<file path="src/rtl/writeback_unit_pkg.sv">
// Shared writeback definitions: opcode encodings, link register, and the register-writing opcode list.
// Decode uses the same writes_reg() list to clear RF_VALID.
package writeback_unit_pkg;

  localparam int PC_WIDTH  = 16;
  localparam int REG_WIDTH = 16;

  localparam logic [3:0] WB_LINK_REG = 4'd7;

  localparam logic [7:0] ADD_D  = 8'h00;
  localparam logic [7:0] AND_D  = 8'h01;
  localparam logic [7:0] ADDI_D = 8'h02;
  localparam logic [7:0] ANDI_D = 8'h03;
  localparam logic [7:0] MOV    = 8'h04;
  localparam logic [7:0] MOVI_D = 8'h05;
  localparam logic [7:0] LDW    = 8'h06;
  localparam logic [7:0] STW    = 8'h07;
  localparam logic [7:0] BRN    = 8'h08;
  localparam logic [7:0] BRZ    = 8'h09;
  localparam logic [7:0] BRP    = 8'h0A;
  localparam logic [7:0] BRNZ   = 8'h0B;
  localparam logic [7:0] BRNP   = 8'h0C;
  localparam logic [7:0] BRZP   = 8'h0D;
  localparam logic [7:0] BRNZP  = 8'h0E;
  localparam logic [7:0] JMP    = 8'h10;
  localparam logic [7:0] JSR    = 8'h11;
  localparam logic [7:0] JSRR   = 8'h12;

  typedef enum logic [1:0] {SEL_ALU, SEL_MEM, SEL_PC} wb_sel_e;

  function automatic logic writes_reg(input logic [7:0] op);
    case (op)
      ADD_D, AND_D, ADDI_D, ANDI_D, MOV, MOVI_D, LDW, JSR, JSRR: writes_reg = 1'b1;
      default:                                                  writes_reg = 1'b0;
    endcase
  endfunction

  function automatic wb_sel_e data_sel(input logic [7:0] op);
    case (op)
      LDW:       data_sel = SEL_MEM;
      JSR, JSRR: data_sel = SEL_PC;
      default:   data_sel = SEL_ALU;
    endcase
  endfunction

endpackage

</file>
<file path="src/rtl/writeback_unit_if.sv">
// Memory-stage-in / Decode-out bundle of the writeback unit.
interface writeback_unit_if #(
  parameter int DEPTH  = 2,
  parameter int DATA_W = 16,
  parameter int IDX_W  = 4,
  parameter int PC_W   = writeback_unit_pkg::PC_WIDTH
);
  logic                         I_LOCK;
  logic [PC_W-1:0]              I_PC;
  logic [7:0]                   I_Opcode;
  logic [IDX_W-1:0]             I_DestRegIdx;
  logic [DATA_W-1:0]            I_ALUOut;
  logic [DATA_W-1:0]            I_MemOut;
  logic                         I_FetchStall;
  logic                         I_DepStall;
  logic                         I_WBAccept;
  logic                         O_WriteBackEnable;
  logic [IDX_W-1:0]             O_WriteBackRegIdx;
  logic [DATA_W-1:0]            O_WriteBackData;
  logic                         O_WBFull;
  logic [$clog2(DEPTH+1)-1:0]   O_Count;
  logic                         O_Overflow;

  modport master (
    output I_LOCK, I_PC, I_Opcode, I_DestRegIdx, I_ALUOut, I_MemOut,
           I_FetchStall, I_DepStall, I_WBAccept,
    input  O_WriteBackEnable, O_WriteBackRegIdx, O_WriteBackData,
           O_WBFull, O_Count, O_Overflow
  );

  modport slave (
    input  I_LOCK, I_PC, I_Opcode, I_DestRegIdx, I_ALUOut, I_MemOut,
           I_FetchStall, I_DepStall, I_WBAccept,
    output O_WriteBackEnable, O_WriteBackRegIdx, O_WriteBackData,
           O_WBFull, O_Count, O_Overflow
  );
endinterface

</file>
<file path="src/rtl/writeback_unit_wb_fifo.sv">
// Small in-order FIFO with registered head; state updates on the falling clock edge.
module wb_fifo #(
  parameter int DEPTH = 2,
  parameter int WIDTH = 20,
  localparam int PW   = $clog2(DEPTH),
  localparam int CW   = $clog2(DEPTH+1)
) (
  input  logic             I_CLOCK,
  input  logic             I_RESET,
  input  logic             push,
  input  logic             pop,
  input  logic [WIDTH-1:0] din,
  output logic             accepted,
  output logic             full,
  output logic             empty,
  output logic [CW-1:0]    count,
  output logic [WIDTH-1:0] head
);

  logic [WIDTH-1:0] mem [DEPTH];
  logic [PW-1:0]    wr_ptr, rd_ptr;
  logic             do_pop;

  assign full     = (count == CW'(DEPTH));
  assign empty    = (count == '0);
  assign do_pop   = pop & ~empty;
  // A full FIFO still takes a push when the head leaves at the same edge.
  assign accepted = push & (~full | do_pop);
  assign head     = empty ? '0 : mem[rd_ptr];

  always_ff @(negedge I_CLOCK) begin
    if (I_RESET) begin
      wr_ptr <= '0;
      rd_ptr <= '0;
      count  <= '0;
    end else begin
      if (accepted) wr_ptr <= wr_ptr + 1'b1;
      if (do_pop)   rd_ptr <= rd_ptr + 1'b1;
      case ({accepted, do_pop})
        2'b10:   count <= count + 1'b1;
        2'b01:   count <= count - 1'b1;
        default: count <= count;
      endcase
    end
  end

  always_ff @(negedge I_CLOCK) begin
    if (accepted) mem[wr_ptr] <= din;
  end

endmodule

</file>
<file path="src/rtl/writeback_unit.sv">
// Final pipeline stage: queues register results and holds them until Decode accepts.
// Optional retire counter output O_RetireCount is built when WB_RETIRE_CNT_EN is defined.
module writeback_unit
  import writeback_unit_pkg::*;
#(
  parameter int DEPTH  = 2,
  parameter int DATA_W = REG_WIDTH,
  parameter int IDX_W  = 4
) (
  input  logic              I_CLOCK,
  input  logic              I_RESET,
  writeback_unit_if.slave   wb
`ifdef WB_RETIRE_CNT_EN
  ,
  output logic [31:0]       O_RetireCount
`endif
);

  localparam int CW = $clog2(DEPTH+1);

  logic              push, pop, accepted, full, empty;
  logic [IDX_W-1:0]  entry_idx;
  logic [DATA_W-1:0] entry_data;
  logic [CW-1:0]     count;
  logic [IDX_W+DATA_W-1:0] head;
  logic              overflow_q;

  always_comb begin
    push       = wb.I_LOCK & ~wb.I_FetchStall & ~wb.I_DepStall & writes_reg(wb.I_Opcode);
    entry_idx  = wb.I_DestRegIdx;
    entry_data = wb.I_ALUOut;
    case (data_sel(wb.I_Opcode))
      SEL_MEM: entry_data = wb.I_MemOut;
      SEL_PC: begin
        entry_data = wb.I_PC[DATA_W-1:0];
        entry_idx  = IDX_W'(WB_LINK_REG);
      end
      default: ;
    endcase
  end

  // Accept against an empty queue is ignored, so a fresh entry is visible for at least one cycle.
  assign pop = ~empty & wb.I_WBAccept;

  wb_fifo #(.DEPTH(DEPTH), .WIDTH(IDX_W+DATA_W)) u_fifo (
    .I_CLOCK  (I_CLOCK),
    .I_RESET  (I_RESET),
    .push     (push),
    .pop      (pop),
    .din      ({entry_idx, entry_data}),
    .accepted (accepted),
    .full     (full),
    .empty    (empty),
    .count    (count),
    .head     (head)
  );

  always_ff @(negedge I_CLOCK) begin
    if (I_RESET)               overflow_q <= 1'b0;
    else if (push & ~accepted) overflow_q <= 1'b1;
  end

  assign wb.O_WriteBackEnable = ~empty;
  assign wb.O_WriteBackRegIdx = head[IDX_W+DATA_W-1:DATA_W];
  assign wb.O_WriteBackData   = head[DATA_W-1:0];
  assign wb.O_WBFull          = full;
  assign wb.O_Count           = count;
  assign wb.O_Overflow        = overflow_q;

`ifdef WB_RETIRE_CNT_EN
  always_ff @(negedge I_CLOCK) begin
    if (I_RESET)  O_RetireCount <= '0;
    else if (pop) O_RetireCount <= O_RetireCount + 32'd1;
  end
`endif

endmodule

</file>
<file path="src/flat_wrapper.sv">
// flat-port wrapper written by rule: the top's interface ports become plain ports
module writeback_unit_flat import writeback_unit_pkg::*;
#(
  parameter int DEPTH  = 2,
  parameter int DATA_W = REG_WIDTH,
  parameter int IDX_W  = 4
)
  (I_CLOCK, I_RESET, wb_I_LOCK, wb_I_PC, wb_I_Opcode, wb_I_DestRegIdx, wb_I_ALUOut, wb_I_MemOut, wb_I_FetchStall, wb_I_DepStall, wb_I_WBAccept, wb_O_WriteBackEnable, wb_O_WriteBackRegIdx, wb_O_WriteBackData, wb_O_WBFull, wb_O_Count, wb_O_Overflow);
  writeback_unit_if #(.DEPTH(DEPTH), .DATA_W(DATA_W), .IDX_W(IDX_W)) wb_i ();
  input  logic I_CLOCK;
  input  logic I_RESET;
  input wire logic [$bits(wb_i.I_LOCK)-1:0] wb_I_LOCK;
  input wire logic [$bits(wb_i.I_PC)-1:0] wb_I_PC;
  input wire logic [$bits(wb_i.I_Opcode)-1:0] wb_I_Opcode;
  input wire logic [$bits(wb_i.I_DestRegIdx)-1:0] wb_I_DestRegIdx;
  input wire logic [$bits(wb_i.I_ALUOut)-1:0] wb_I_ALUOut;
  input wire logic [$bits(wb_i.I_MemOut)-1:0] wb_I_MemOut;
  input wire logic [$bits(wb_i.I_FetchStall)-1:0] wb_I_FetchStall;
  input wire logic [$bits(wb_i.I_DepStall)-1:0] wb_I_DepStall;
  input wire logic [$bits(wb_i.I_WBAccept)-1:0] wb_I_WBAccept;
  output wire logic [$bits(wb_i.O_WriteBackEnable)-1:0] wb_O_WriteBackEnable;
  output wire logic [$bits(wb_i.O_WriteBackRegIdx)-1:0] wb_O_WriteBackRegIdx;
  output wire logic [$bits(wb_i.O_WriteBackData)-1:0] wb_O_WriteBackData;
  output wire logic [$bits(wb_i.O_WBFull)-1:0] wb_O_WBFull;
  output wire logic [$bits(wb_i.O_Count)-1:0] wb_O_Count;
  output wire logic [$bits(wb_i.O_Overflow)-1:0] wb_O_Overflow;
  assign wb_i.I_LOCK = wb_I_LOCK;
  assign wb_i.I_PC = wb_I_PC;
  assign wb_i.I_Opcode = wb_I_Opcode;
  assign wb_i.I_DestRegIdx = wb_I_DestRegIdx;
  assign wb_i.I_ALUOut = wb_I_ALUOut;
  assign wb_i.I_MemOut = wb_I_MemOut;
  assign wb_i.I_FetchStall = wb_I_FetchStall;
  assign wb_i.I_DepStall = wb_I_DepStall;
  assign wb_i.I_WBAccept = wb_I_WBAccept;
  assign wb_O_WriteBackEnable = wb_i.O_WriteBackEnable;
  assign wb_O_WriteBackRegIdx = wb_i.O_WriteBackRegIdx;
  assign wb_O_WriteBackData = wb_i.O_WriteBackData;
  assign wb_O_WBFull = wb_i.O_WBFull;
  assign wb_O_Count = wb_i.O_Count;
  assign wb_O_Overflow = wb_i.O_Overflow;
  writeback_unit #(.DEPTH(DEPTH), .DATA_W(DATA_W), .IDX_W(IDX_W)) u_core (.I_CLOCK(I_CLOCK), .I_RESET(I_RESET), .wb(wb_i));
endmodule
</file>
<file path="config.mk">
export PLATFORM = sky130hd
export DESIGN_NAME = writeback_unit_flat
export DESIGN_NICKNAME = d
export VERILOG_FILES = /design/src/rtl/writeback_unit_pkg.sv /design/src/rtl/writeback_unit_if.sv /design/src/rtl/writeback_unit_wb_fifo.sv /design/src/rtl/writeback_unit.sv /design/src/flat_wrapper.sv
export SDC_FILE = /design/constraint.sdc
export NUM_CORES = 1
export LEC_CHECK = 0
export ABC_AREA = 1
export ABC_CLOCK_PERIOD_IN_PS = 2700
export CORE_MARGIN = 2
export CORE_UTILIZATION = 39
export DETAILED_ROUTE_END_ITERATION = 12
export GPL_ROUTABILITY_DRIVEN = 0
export MAX_ROUTING_LAYER = met4
export PLACE_DENSITY = 0.84
export SLEW_MARGIN = 20
export SYNTH_ARGS = -nofsm -noshare
export SYNTH_HDL_FRONTEND = slang
export SYNTH_SLANG_ARGS = --single-unit
</file>
<file path="constraint.sdc">
create_clock -name I_CLOCK -period 2.7 [get_ports I_CLOCK]
set_input_delay 0.54 -clock I_CLOCK [delete_from_list [all_inputs] [get_ports I_CLOCK]]
set_output_delay 0.54 -clock I_CLOCK [all_outputs]
set_load 0.05 [all_outputs]
</file>
==> reports/qor.csv <==
stage,metric,value,unit
timing,final hold vios,0,
logic_synthesis,Mapped Area,2321,µm²
status,outcome,"complete, but fails checks",
floorplanning,Core Area,5851,µm²
logic_synthesis,sequential share of the synthesized area,56.93,%
timing,setup_tns,-45160,ps
floorplanning,Die W,81.15,µm
final_layout,area of the multi-input gates,1625,µm²
global_routing,grt total ovfl,0,
critical_path,CP max FO,8,
logic_synthesis,ys flop type,edfxtp_1,
clock_network,clk root buf,clkbuf_8,
hold_path,worst min path class,flip-flop to flip-flop,
logic_synthesis,Syn Nets,337,
power_and_ir_drop,Leak Pwr,2.067,nW
logic_synthesis,synthesis-stage register bit count,46,
routing,drt total wl,11.30,mm
final_layout,Ant. Diodes,0,
routing,DRC errors left,0,
timing,Slew HR,76.00,%
critical_path,startpoint types,flip-flop,
global_routing,first-pass GRT wire length,16.35,mm
final_layout,Reg area,1334,µm²
floorplanning,Die Span Y,81.15,µm
critical_path,worst endpoint data arrival time,2730,ps
floorplanning,die area,6585,µm²
logic_synthesis,most common library cells after synthesis,"73 x nand2_1, 55 x a21oi_1, 40 x edfxtp_1",
logic_synthesis,number of enable flip-flop cells after synthesis,40,
placement,Area after DPL,3968,µm²
floorplanning,Initial Util,39.67,%
logic_synthesis,"top cells by area, synth","edfxtp_1 52%, a21oi_1 12%, nand2_1 12%",
clock_network,clock sinks,46,
status,failing checks,setup timing,
critical_path,Worst Path Required,2160,ps
floorplanning,row count,28,
power_and_ir_drop,Tot Pwr,1.902,mW
routing,DR vias,2909,
placement,detailed placement HPWL,4.958,mm
timing,Worst Skew,41.72,ps
clock_network,CTS tree,built,
final_layout,Final Net Count,522,
power_and_ir_drop,peak supply drop,0.2913,mV
final_layout,Layout area overhead,125.4,%
final_layout,layout cell share with drive strength beyond 1,53.54,%
routing,drt first-iter violations,264,
global_routing,pin count of the biggest net entering global routing,17,
power_and_ir_drop,PD cells,363.5,nW/µm²
clock_network,CTS hold repair buffers,0,
logic_synthesis,Post-synth ARST share,0,%
critical_path,CP Capture Type,primary output,
logic_synthesis,Syn Inst Count,266,
global_routing,initial antenna violation count,0,
logic_synthesis,Ys Warns,0,
timing,RSZ-0062 raised after global routing,true,
placement,IO buf count,90,
global_routing,vias in the first global route,3139,
routing,Routed Antenna Nets,0,
routing,DR vias/cell,5.520,
clock_network,"Clk Latency, worst-skew pair",410,ps
final_layout,"Design Area, Final",5233,µm²
clock_network,CTS H-Tree Depth,2,
routing,DRT Pass-1 Iters,5,
logic_synthesis,share of the synthesized area in the top cell type,51.75,%
critical_path,R2R Setup Slk,1000,ps
clock_network,CTS Buffer Depth,2,
global_routing,Total Routing Usage GR,36.00,%
timing,Worst-Margin Slew,356.2,ps
timing,max-slew violation count,0,
clock_network,Clock transition at path regs,50,ps
critical_path,WS Path Type,flip-flop to primary output,
timing,Fin Hold WS,478.1,ps
timing,setup slack after layout,-566.7,ps
floorplanning,# IOs,91,
logic_synthesis,Synth cell types,25,
timing,Finish-stage setup viols,107,
run,max cap viols,0,
logic_synthesis,Yosys top cell by area,edfxtp_1,
final_layout,Fill cells,238,
routing,WL per Instance,21.44,µm
clock_network,TritonCTS buffer count,5,
logic_synthesis,Syn Area/Cell,8.725,µm²
logic_synthesis,cell with the most instances after synthesis,nand2_1,
==> routing by layer <==
metal / vias to the layer above / GRT usage, % / part of all wire (%)
met5: - / - / 0
met4: 0 / 17.12 / 3.3
met2: 215 / 63.55 / 53
met3: 33 / 9.222 / 7.8
met1: 1402 / 37.36 / 36
li1: 1259 / - / -
==> path summary, 6_finish.rpt <==
path	from	to	cells after the start
worst max register to register	u_core.u_fifo.count[1]	u_core.u_fifo.mem[1][3]	9
worst min-delay path	u_core.u_fifo.rd_ptr	flip-flop	1
worst min register to register	u_core.u_fifo.rd_ptr	flip-flop	1
worst max-delay path	flip-flop	wb_O_WriteBackRegIdx[0]	4
==> stage by stage <==
stage | util [%] | setup WS [ps] | instances
finish | 89.44 | -566.7 | 527
global route | 89.44 | -610.7 | 527
CTS | 88.13 | -530.9 | 530
detailed placement | 67.81 | -1414 | 447
global placement | 67.81 | -1312 | 447
floorplan | - | -637.3 | 266
==> cell families after synthesis <==
logic type	after synthesis	synth area share [%]
buffers and inverters	36	6.038
adder cells (fa/ha/maj)	5	2.695
AO/OA/AOI/OAI	61	13.69
AND/OR/NAND/NOR	118	20.65
flip-flops	46	56.93
==> layout make-up <==
cell class / count / share of cell area, %
clock inverters: 49 / 4.137
clock buffers: 5 / 1.315
repair buffers: 146 / 33.93
flip-flops and latches: 46 / 25.49
multi-input cells: 184 / 31.06
inverters: 22 / 2.272
well taps: 75 / 1.793
==> worst max-delay path: stages, from the launching register on <==
cell and delay (ps):
dfxtp_4 400, buf_8 150, nand2_1 100, a21oi_4 170, buf_6 170
==> layout by cell type (no fill, tap or decap), drive strengths merged, types with 3 or more instances in the layout <==
cell type / Yosys / routed
edfxtp: 40 / 40
or2: 3 / 3
inv: 22 / 67
ha: 5 / 5
clkdlybuf4s50: 0 / 53
dlygate4sd2: 0 / 3
nand2: 77 / 77
clkbuf: 10 / 6
a21oi: 56 / 56
o21ai: 3 / 3
buf: 3 / 88
nor2: 32 / 32
dfxtp: 6 / 6
==> flip-flops by register name (all words and copies together) (netlist names), named ones only <==
name / cells
u_core.u_fifo.count: 2
u_core.u_fifo.wr_ptr: 1
u_core.u_fifo.mem: 40
u_core.wb.O_Overflow: 1
u_core.u_fifo.rd_ptr: 1
==> repair_timing <==
item,4_1_cts,5_1_grt
gates resized for setup,175,57
pin swaps,45,27
buffers inserted,24,5
setup endpoints to repair,109,108
gates cloned,9,0
==> report_power, final <==
part | leakage (nW) | switching (mW) | internal (mW)
registers | 0.411 | 0.00157 | 0.775
logic | 1.36 | 0.113 | 0.141
clock network | 0.299 | 0.505 | 0.366
total | 2.07 | 0.620 | 1.28
No activity file was read; power rests on OpenSTA's default activity.
==> edit, RTL diff (same settings) <==
`DEPTH` is set to 2 in 4 places; all go to 4.
--- a/src/rtl/writeback_unit_if.sv
+++ b/src/rtl/writeback_unit_if.sv
@@ -1,6 +1,6 @@
 // Memory-stage-in / Decode-out bundle of the writeback unit.
 interface writeback_unit_if #(
-  parameter int DEPTH  = 2,
+  parameter int DEPTH  = 4,
   parameter int DATA_W = 16,
   parameter int IDX_W  = 4,
   parameter int PC_W   = writeback_unit_pkg::PC_WIDTH
--- a/src/rtl/writeback_unit_wb_fifo.sv
+++ b/src/rtl/writeback_unit_wb_fifo.sv
@@ -1,6 +1,6 @@
 // Small in-order FIFO with registered head; state updates on the falling clock edge.
 module wb_fifo #(
-  parameter int DEPTH = 2,
+  parameter int DEPTH = 4,
   parameter int WIDTH = 20,
   localparam int PW   = $clog2(DEPTH),
   localparam int CW   = $clog2(DEPTH+1)
--- a/src/rtl/writeback_unit.sv
+++ b/src/rtl/writeback_unit.sv
@@ -3,7 +3,7 @@
 module writeback_unit
   import writeback_unit_pkg::*;
 #(
-  parameter int DEPTH  = 2,
+  parameter int DEPTH  = 4,
   parameter int DATA_W = REG_WIDTH,
   parameter int IDX_W  = 4
 ) (
--- a/src/flat_wrapper.sv
+++ b/src/flat_wrapper.sv
@@ -1,7 +1,7 @@
 // flat-port wrapper written by rule: the top's interface ports become plain ports
 module writeback_unit_flat import writeback_unit_pkg::*;
 #(
-  parameter int DEPTH  = 2,
+  parameter int DEPTH  = 4,
   parameter int DATA_W = REG_WIDTH,
   parameter int IDX_W  = 4
 )
Interface: changed (resized wb_O_Count); port bits go from 91 to 92. The function was not compared with the original's and may differ.
==> edit against the unedited design <==
The run still ends with negative setup slack left. Register-to-register slack worse by 0.35 ns. First-iteration DRC count up 110%. Synthesized area up 82%. Cell area up 53%. Routed wire length up 63%. Worst setup slack worse by 0.43 ns. Clock power up 85%. Sequential cell count up 44. Total power rose to 3.5 times the old value. Largest cell class is now registers. Largest power group is now combinational logic.
==> edit: results (changes against the unedited design) <==
| Metric | Value |
|---|---|
| Final setup margin | -0.9966 ns (-0.4299 ns) |
| # fillers | 565 (+140%) |
| IO buf count | 91 (+1.1%) |
| Final setup viols | 191 (+79%) |
| Post-Synth XOR/XNOR Area | 0% (unchanged) |
| MaxCap Viol Count | 0 (unchanged) |
| Clk slew on worst S/H paths | 0.04 ns |
| Layout cells sized above 1 | 45.59% (-7.9 points) |
| Clk_lat worst skew | 0.46 ns (+0.05 ns) |
| Switching power | 3.125 mW (+400%) |
| Vias/cell | 5.682 (+2.9%) |
| CTS HTree Levels | 3 (+1) |
| Least-Margin Pin Slew | 0.3182 ns (-0.03797 ns) |
| Worst endpoint data arrival time | 3.16 ns (+0.43 ns) |
| Setup Skew | 0.04828 ns (+0.006556 ns) |
| Met2 wire length | 9032 um (+51%) |
| GR Layer Usage met2 | 49.19% (-14 points) |
| HPWL Detailed | 8157 um (+65%) |
| Met3 Track Usage GR | 9.162% (-0.060 points) |
| Synth top cells by count | 106 x nor2_1, 80 x edfxtp_1, 60 x a21oi_1 |
| Synth Area in Compound Gates | 12.72% (-0.97 points) |
| DRT Wirelength | 18460 um (+63%) |
| # diodes | 0 (unchanged) |
| Synthesized-area fraction occupied by adder cells | 3.144% (+0.45 points) |
| Violations in the final reports | negative setup slack |
| Max reg flops | 80 (+100%) |
| Dpl ws | -1.351 ns (+0.06342 ns) |
| HP Class | register to register |
| Total CTS buffers | 9 (+4) |
| Biggest regs | u_core.u_fifo.mem (80), u_core.u_fifo.count (3) |
| VDD IR max | 0.9361 mV (+220%) |
| Post-cts resize count | 202 (+15%) |
| Synth cell types | 29 (+16%) |
| Largest net degree at the start of global routing | 23 (+6) |
| Setup repair bufs after CTS | 20 (-17%) |
| Wire length on met1 | 6646 um (+64%) |
| Asr flop ratio synth | 0% (unchanged) |
| Leak | 3.221 nW (+56%) |
| CP Max Fanout | 6 (-2) |
| Nets | 740 (+42%) |
| Post-synth EDFFs | 80 (+100%) |
| GR Layer Usage met1 | 33.36% (-4.0 points) |
| First-pass GRT wire length | 24920 um (+52%) |
| Tot GR Track Use | 30.04% (-6.0 points) |
| Root Buffer | clkbuf_8 |
| Syn_nets | 490 (+45%) |
| Starting DRT DRC Count | 550 (+110%) |
| Status | finished with violations |
| Share of synthesized area occupied by flip-flops and latches | 61.68% (+4.8 points) |
| Vias in the first global route | 4696 (+50%) |
| Top cells by area, synth | edfxtp_1 57%, nor2_1 9.4%, a21oi_1 7.1%, o21ai_0 5.0%, dfxtp_1 4.7% |
| Met3 routed WL | 1830 um (+110%) |
| Highest metal used | met4 |
| Ys Warns | 0 (unchanged) |
| Clk buf depth | 2 (unchanged) |
edit: area by class of cell:
class                      count  area [sq um]  area share (%)
clock inverter                97         390.4           4.880
timing repair inverter         1         8.758          0.1095
multi-input combinational    271          2323           29.05
clock buffer                   9         123.9           1.549
inverter                      30         191.4           2.393
timing repair buffer         171          2171           27.14
sequential                    90          2620           32.75
tap                          136         170.2           2.127
edit: path summary, 6_finish.rpt:
kind | start | end | slack, ns | depth (start not counted)
worst max register to register | u_core.u_fifo.count[1] | u_core.u_fifo.mem[0][10] | 0.65 | 12
worst min register to register | u_core.wb.O_Overflow | u_core.wb.O_Overflow | 0.50 | 1
worst min-delay path | u_core.wb.O_Overflow | u_core.wb.O_Overflow | 0.50 | 1
worst max-delay path | register | wb_O_WriteBackData[14] | -1.0 | 6
edit: critical path, stage by stage, from the launching register on:
cell     delay, ns
dfxtp_4       0.42
buf_8         0.14
nor2_1        0.06
nor2_1        0.23
o21ai_2       0.15
a21oi_4       0.20
buf_6         0.18
edit: power groups by stage:
stage | Combinational (mW) | Clock (mW) | Sequential, mW
finish | 3.38 | 1.61 | 1.62
detailed placement | 2.78 | 0.201 | 1.61
global route | 3.51 | 1.74 | 1.62
global placement | 2.73 | 0.201 | 1.61
CTS | 3.14 | 1.44 | 1.61
floorplan | 1.78 | 0.201 | 1.68
edit: stage by stage:
stage | instances | instance area, sq um | setup TNS, ns | power (mW)
final | 805 | 7999 | -86.42 | 6.605
after detailed placement | 666 | 6280 | -222.71 | 4.595
after floorplan | 414 | 4911 | -93.21 | 3.657
after global routing | 805 | 7999 | -93.23 | 6.859
after CTS | 799 | 7675 | -91.96 | 6.189
after global placement | 666 | 6280 | -214.12 | 4.546
